### config.mk
export PLATFORM = sky130hd
export DESIGN_NAME = divider_iterative
export DESIGN_NICKNAME = d
export VERILOG_FILES = /design/src/rtl/divider_iterative.sv
export SDC_FILE = /design/constraint.sdc
export NUM_CORES = 1
export LEC_CHECK = 0
export CAP_MARGIN = 40
export CORE_MARGIN = 5
export CORE_UTILIZATION = 60
export CTS_BUF_LIST = sky130_fd_sc_hd__clkbuf_8
export CTS_CLUSTER_DIAMETER = 80
export CTS_CLUSTER_SIZE = 40
export DETAILED_ROUTE_END_ITERATION = 6
export GPL_TIMING_DRIVEN = 1
export PLACE_DENSITY = 0.83
export RECOVER_POWER = 25
export SLEW_MARGIN = 15
export SYNTH_ARGS = -nofsm -noshare
export SYNTH_HDL_FRONTEND = slang
export SYNTH_SLANG_ARGS = --single-unit
### constraint.sdc
create_clock -name clk -period 3.9 [get_ports clk]
set_input_delay 0.39 -clock clk [delete_from_list [all_inputs] [get_ports clk]]
set_output_delay 0.39 -clock clk [all_outputs]
set_load 0.005 [all_outputs]
### src/rtl/divider_iterative.sv
// divider_iterative
//   Iterative radix-2 restoring divider for RV32M DIV/DIVU/REM/REMU.
//   Produces one quotient bit per cycle. Shares the start/done/use handshake
//   with the iterative multiplier in Execute.
//
// Ports:
//   clk            clock, rising edge
//   rst            synchronous active-high reset
//   startE         launch request, sampled only in IDLE
//   div_opcode     00 DIV, 01 DIVU, 10 REM, 11 REMU
//   operand1       dividend (rs1)
//   operand2       divisor  (rs2)
//   result_divide  registered quotient/remainder
//   done           one-cycle pulse, result_divide valid in that cycle
//   div_use        high while an operation is in flight (pipeline stall)
//
// Optional feature:
//   DIV_EARLY_OUT_EN  divide-by-zero and signed overflow skip the iterations
//                     and finish one edge after launch.
module divider_iterative #(
    parameter int unsigned WIDTH = 32
) (
    input  logic             clk,
    input  logic             rst,
    input  logic             startE,
    input  logic [1:0]       div_opcode,
    input  logic [WIDTH-1:0] operand1,
    input  logic [WIDTH-1:0] operand2,
    output logic [WIDTH-1:0] result_divide,
    output logic             done,
    output logic             div_use
);

    localparam int unsigned      CW        = $clog2(WIDTH) + 1;
    localparam logic [CW-1:0]    LAST_ITER = CW'(WIDTH - 1);
    localparam logic [WIDTH-1:0] MOST_NEG  = {1'b1, {(WIDTH-1){1'b0}}};

    typedef enum logic [1:0] {
        IDLE = 2'd0,
        CALC = 2'd1,
        FIN  = 2'd2
    } state_t;

    state_t state, state_next;

    logic [1:0]       opcode;
    logic [WIDTH-1:0] dvd;           // dividend magnitude, becomes quotient
    logic [WIDTH-1:0] dvs;           // divisor magnitude
    logic [WIDTH-1:0] rem;
    logic [WIDTH-1:0] dividend_raw;  // original rs1 for REM by zero
    logic             quot_neg;
    logic             rem_neg;
    logic             div_zero;
    logic             sgn_ovf;
    logic [CW-1:0]    count;

    // Launch decode
    logic             in_signed;
    logic             in_op1_neg;
    logic             in_op2_neg;
    logic             in_div_zero;
    logic             in_sgn_ovf;
    logic [WIDTH-1:0] in_abs1;
    logic [WIDTH-1:0] in_abs2;

    always_comb begin
        in_signed   = ~div_opcode[0];
        in_op1_neg  = in_signed & operand1[WIDTH-1];
        in_op2_neg  = in_signed & operand2[WIDTH-1];
        in_abs1     = in_op1_neg ? -operand1 : operand1;
        in_abs2     = in_op2_neg ? -operand2 : operand2;
        in_div_zero = (operand2 == '0);
        in_sgn_ovf  = in_signed && (operand1 == MOST_NEG) && (operand2 == '1);
    end

    // One restoring step: the shifted partial remainder needs WIDTH+1 bits,
    // but the difference always fits in WIDTH bits when it is taken.
    logic [WIDTH:0]   rem_shift;
    logic             rem_ge;
    logic [WIDTH-1:0] rem_sub;

    always_comb begin
        rem_shift = {rem, dvd[WIDTH-1]};
        rem_ge    = (rem_shift >= {1'b0, dvs});
        rem_sub   = rem_shift[WIDTH-1:0] - dvs;
    end

    // Final result selection with sign fix-up and forced special cases
    logic [WIDTH-1:0] quot_fix;
    logic [WIDTH-1:0] rem_fix;
    logic [WIDTH-1:0] fin_result;

    always_comb begin
        quot_fix = quot_neg ? -dvd : dvd;
        rem_fix  = rem_neg ? -rem : rem;
        if (div_zero)
            fin_result = opcode[1] ? dividend_raw : '1;
        else if (sgn_ovf)
            fin_result = opcode[1] ? '0 : MOST_NEG;
        else
            fin_result = opcode[1] ? rem_fix : quot_fix;
    end

    // State register
    always_ff @(posedge clk) begin
        if (rst)
            state <= IDLE;
        else
            state <= state_next;
    end

    // Next-state logic
    always_comb begin
        state_next = state;
        case (state)
            IDLE: begin
                if (startE) begin
`ifdef DIV_EARLY_OUT_EN
                    state_next = (in_div_zero || in_sgn_ovf) ? FIN : CALC;
`else
                    state_next = CALC;
`endif
                end
            end
            CALC:    if (count == LAST_ITER) state_next = FIN;
            FIN:     state_next = IDLE;
            default: state_next = IDLE;
        endcase
    end

    // Output logic
    always_comb begin
        div_use = (state != IDLE);
    end

    // Datapath and registered outputs
    always_ff @(posedge clk) begin
        if (rst) begin
            opcode        <= '0;
            dvd           <= '0;
            dvs           <= '0;
            rem           <= '0;
            dividend_raw  <= '0;
            quot_neg      <= 1'b0;
            rem_neg       <= 1'b0;
            div_zero      <= 1'b0;
            sgn_ovf       <= 1'b0;
            count         <= '0;
            result_divide <= '0;
            done          <= 1'b0;
        end else begin
            done <= 1'b0;
            case (state)
                IDLE: begin
                    if (startE) begin
                        opcode       <= div_opcode;
                        dvd          <= in_abs1;
                        dvs          <= in_abs2;
                        dividend_raw <= operand1;
                        quot_neg     <= in_op1_neg ^ in_op2_neg;
                        rem_neg      <= in_op1_neg;
                        div_zero     <= in_div_zero;
                        sgn_ovf      <= in_sgn_ovf;
                        rem          <= '0;
                        count        <= '0;
                    end
                end
                CALC: begin
                    rem   <= rem_ge ? rem_sub : rem_shift[WIDTH-1:0];
                    dvd   <= {dvd[WIDTH-2:0], rem_ge};
                    count <= count + CW'(1);
                end
                FIN: begin
                    result_divide <= fin_result;
                    done          <= 1'b1;
                end
                default: ;
            endcase
        end
    end

endmodule

==> metrics <==
fin crit share=slightly below 90%; WP buf/inv=2; share of cells above drive strength 1=approximately 4.9%; P_leak=between 5 and 6 nW; Final Hold Vio Count=0; total congestion overflow=0; critical path depth=14; initial core utilization=60.5%; Total GRT Usage=between 20% and 30%; CP Class=flip-flop to flip-flop; startpoint types=flip-flop; initial antenna violation count=0; die height=around 150 µm; top-level port count=a little over 100; Root Driver=clkbuf_8; WP data arrival=~3800 ps; Peak supply drop=~0.00025 V; worst path cell trace=inv_1 > ha_1 > inv_1 > fa_1 > a211oi_1 > o21ai_0 > a21oi_1 > o21ai_0 > a21o_1 > o21ai_0 > a31o_2 > o311a_1 > xor2_1 > o21ai_1; area taken by multi-input logic gates=7150 µm²; syn_nets=about 1600; R2R cell count=14; flops & latches, synth=174; clock slew at reported path FFs=100 ps; crit path max-delay cell type=fa_1; Vias=between 10000 and 15000; HP Start=rst; status=finished, violations left; Area Growth Syn to Fin=15.1%; Final nets=around 1700; number of global-route vias before repair=roughly 10000; clk sinks=174; failing checks=capacitance limit, slew limit; final hold slack=about 370 ps; CTS max path bufs=2; unique cell type count in the Yosys netlist=between 60 and 70; routed len/inst=between 15 and 20 µm; CTS tree=done; crit-path leading delay family=compound AO/OA/AOI/OAI gates; max_cap viols=1; DRC violation count after routing=0; fmax=0.294 GHz; Tmin final=3400 ps; routed vias/inst=between 6 and 7; clock skew=24.2 ps; CP max FO=3; Detail Placement HPWL=~24000 µm; Rows=50; R2R Path End=rem[30]; actual slew at the worst max-slew pin=roughly 2300 ps; max incr delay on CP=430 ps; Die W=approximately 150 µm; Crit. End Element=flip-flop; YS warnings=0; Core Region=~19000 µm²; register area share after synthesis=between 30% and 40%; # Post-CTS Setup Buffers=0; post_cts resized=0; hold buffers post-CTS=0; final setup violating endpoints=0; FF-to-FF setup slack=500 ps; Antenna Nets Post-Route=0; Netlist Area Pre-Place=about 11000 µm²; WP data required=roughly 4300 ps; TritonCTS Buffers=17; pwr/cell area=roughly 400 nW/µm²; reg2reg start=dvd[31]; diode count=0; first-pass iteration count of the detailed router=7; crit path launch=dvd[31]; total wire length=between 30000 and 40000 µm; Worst Setup EP=rem[30]; setup TNS=0 ps; type of the most critical hold path=input port to flip-flop; first-pass GRT wire length=about 52000 µm; crit-path most repeated cell=o21ai_0; worst skew pair latency=~490 ps; Mapped Cells=1504; Mean Syn Cell Area=between 7 and 8 µm²; EDFF count, synth=0; largest net degree at the start of global routing=85; RSZ-0062 raised after global routing=false; Post-synth top flop=dfxtp_1; routability congestion estimate=about 0.94; Max-slew headroom=-53.4%; Post-synth ARST share=0%; Final Power=approximately 5.2 mW; register area=3480 µm²; Max H-tree Level=4; die area=roughly 21000 µm²; fill cell count=around 1500; fin. max-slew vios=44; drt initial violations=around 1300; Port Buf Inserts=102
==> sequential cells by signal, indices dropped and copies added, names as in the netlist <==
name	count
dvd	32
rem_neg	1
count	6
done	1
dvs	32
opcode	1
sgn_ovf	1
dividend_raw	32
quot_neg	1
state	2
result_divide	32
div_zero	1
rem	32
==> stage by stage <==
| step | setup WS [ps] | utilization, % | std cells | area, µm² |
|---|---|---|---|---|
| 2_1_floorplan | 1010 | - | 1504 | 11200 |
| 3_3_place_gp | 380 | 67.1 | 1786 | 12400 |
| 3_5_place_dp | 304 | 67.2 | 1787 | 12400 |
| 4_1_cts | 538 | 69.3 | 1819 | 12800 |
| 5_1_grt | 264 | 69.6 | 1823 | 12900 |
| 6_report | 495 | 69.6 | 1823 | 12900 |
==> layout make-up <==
class / count / share of cell area (%)
multi-input cells: 1175 / 55.5
clock buffers: 18 / 1.92
inverters: 74 / 2.15
repair buffers: 134 / 10.1
flip-flops and latches: 174 / 27.0
well taps: 234 / 2.27
clock inverters: 14 / 1.11
==> layout by cell type, fill, tap and decap left out, drive strengths merged, types with 11 or more instances in the layout <==
master / count
nor4: 11
nor2b: 11
o21ai: 117
a21o: 16
a31oi: 11
o31ai: 28
buf: 32
a21oi: 175
clkbuf: 19
or3: 17
a211oi: 38
clkdlybuf4s50: 68
dlygate4sd3: 33
or4: 11
nand2: 213
nand4: 14
nor2: 133
xnor2: 75
mux2i: 15
nor3: 22
nand3: 18
nand2b: 17
ha: 38
xor2: 65
a22oi: 35
dfxtp: 174
inv: 83
o41ai: 11
==> synth_stat cells, types with 6 or more instances <==
cell	n	area, µm²
ha_1	38	475
nand2b_1	17	106
o31ai_1	27	203
dfxtp_1	174	3480
nor2_1	133	499
inv_1	73	274
a211oi_1	38	285
nor3_1	22	110
o211ai_1	8	60.1
or4_1	10	75.1
nor4_1	10	62.6
xnor2_1	75	657
mux2i_1	15	150
nand4_1	14	87.6
a32oi_1	9	78.8
buf_1	9	33.8
or3_1	14	87.6
nand3_1	18	90.1
a21o_1	16	120
xor2_1	65	569
clkbuf_1	70	263
o41ai_1	11	96.3
o21bai_1	6	45.0
nor2b_1	11	68.8
o21ai_0	98	490
nand2_1	213	800
a31oi_1	11	68.8
o221ai_1	8	70.1
a21oi_1	175	876
o21ai_1	19	95.1
a22oi_1	35	263
==> cell families after synthesis <==
logic type	synth area share, %
AOI/OAI and AO/OA	27.3
buffers and inverters	5.22
muxes	1.74
xor gates and xnor gates	10.9
adders and majority gates	4.42
and+or+nand+nor	19.3
DFF	31.1
==> metal layers <==
layer | part of all wire [%] | track usage (%) | wire length (µm)
met1 | 43 | 40.2 | 14100
met3 | 7.4 | 3.13 | 2410
met4 | 4.7 | 12.8 | 1520
met2 | 45 | 46.6 | 14500
met5 | 0 | 0 | 0
==> how the worst min path moves through the flow <==
stage          cells past startpoint  slack (ps)                end
2_1_floorplan                      2         430            dvs[31]
3_3_place_gp                       2         430  result_divide[11]
3_5_place_dp                       2         440  result_divide[14]
4_1_cts                            2         360             dvd[1]
5_1_grt                            2         390   result_divide[5]
6_report                           2         370           count[5]
==> power breakdown <==
part	switching (mW)	internal [mW]
sequential	0.141	1.89
combinational	1.12	0.741
clock	0.776	0.494
(Power assumes the default switching activity.)
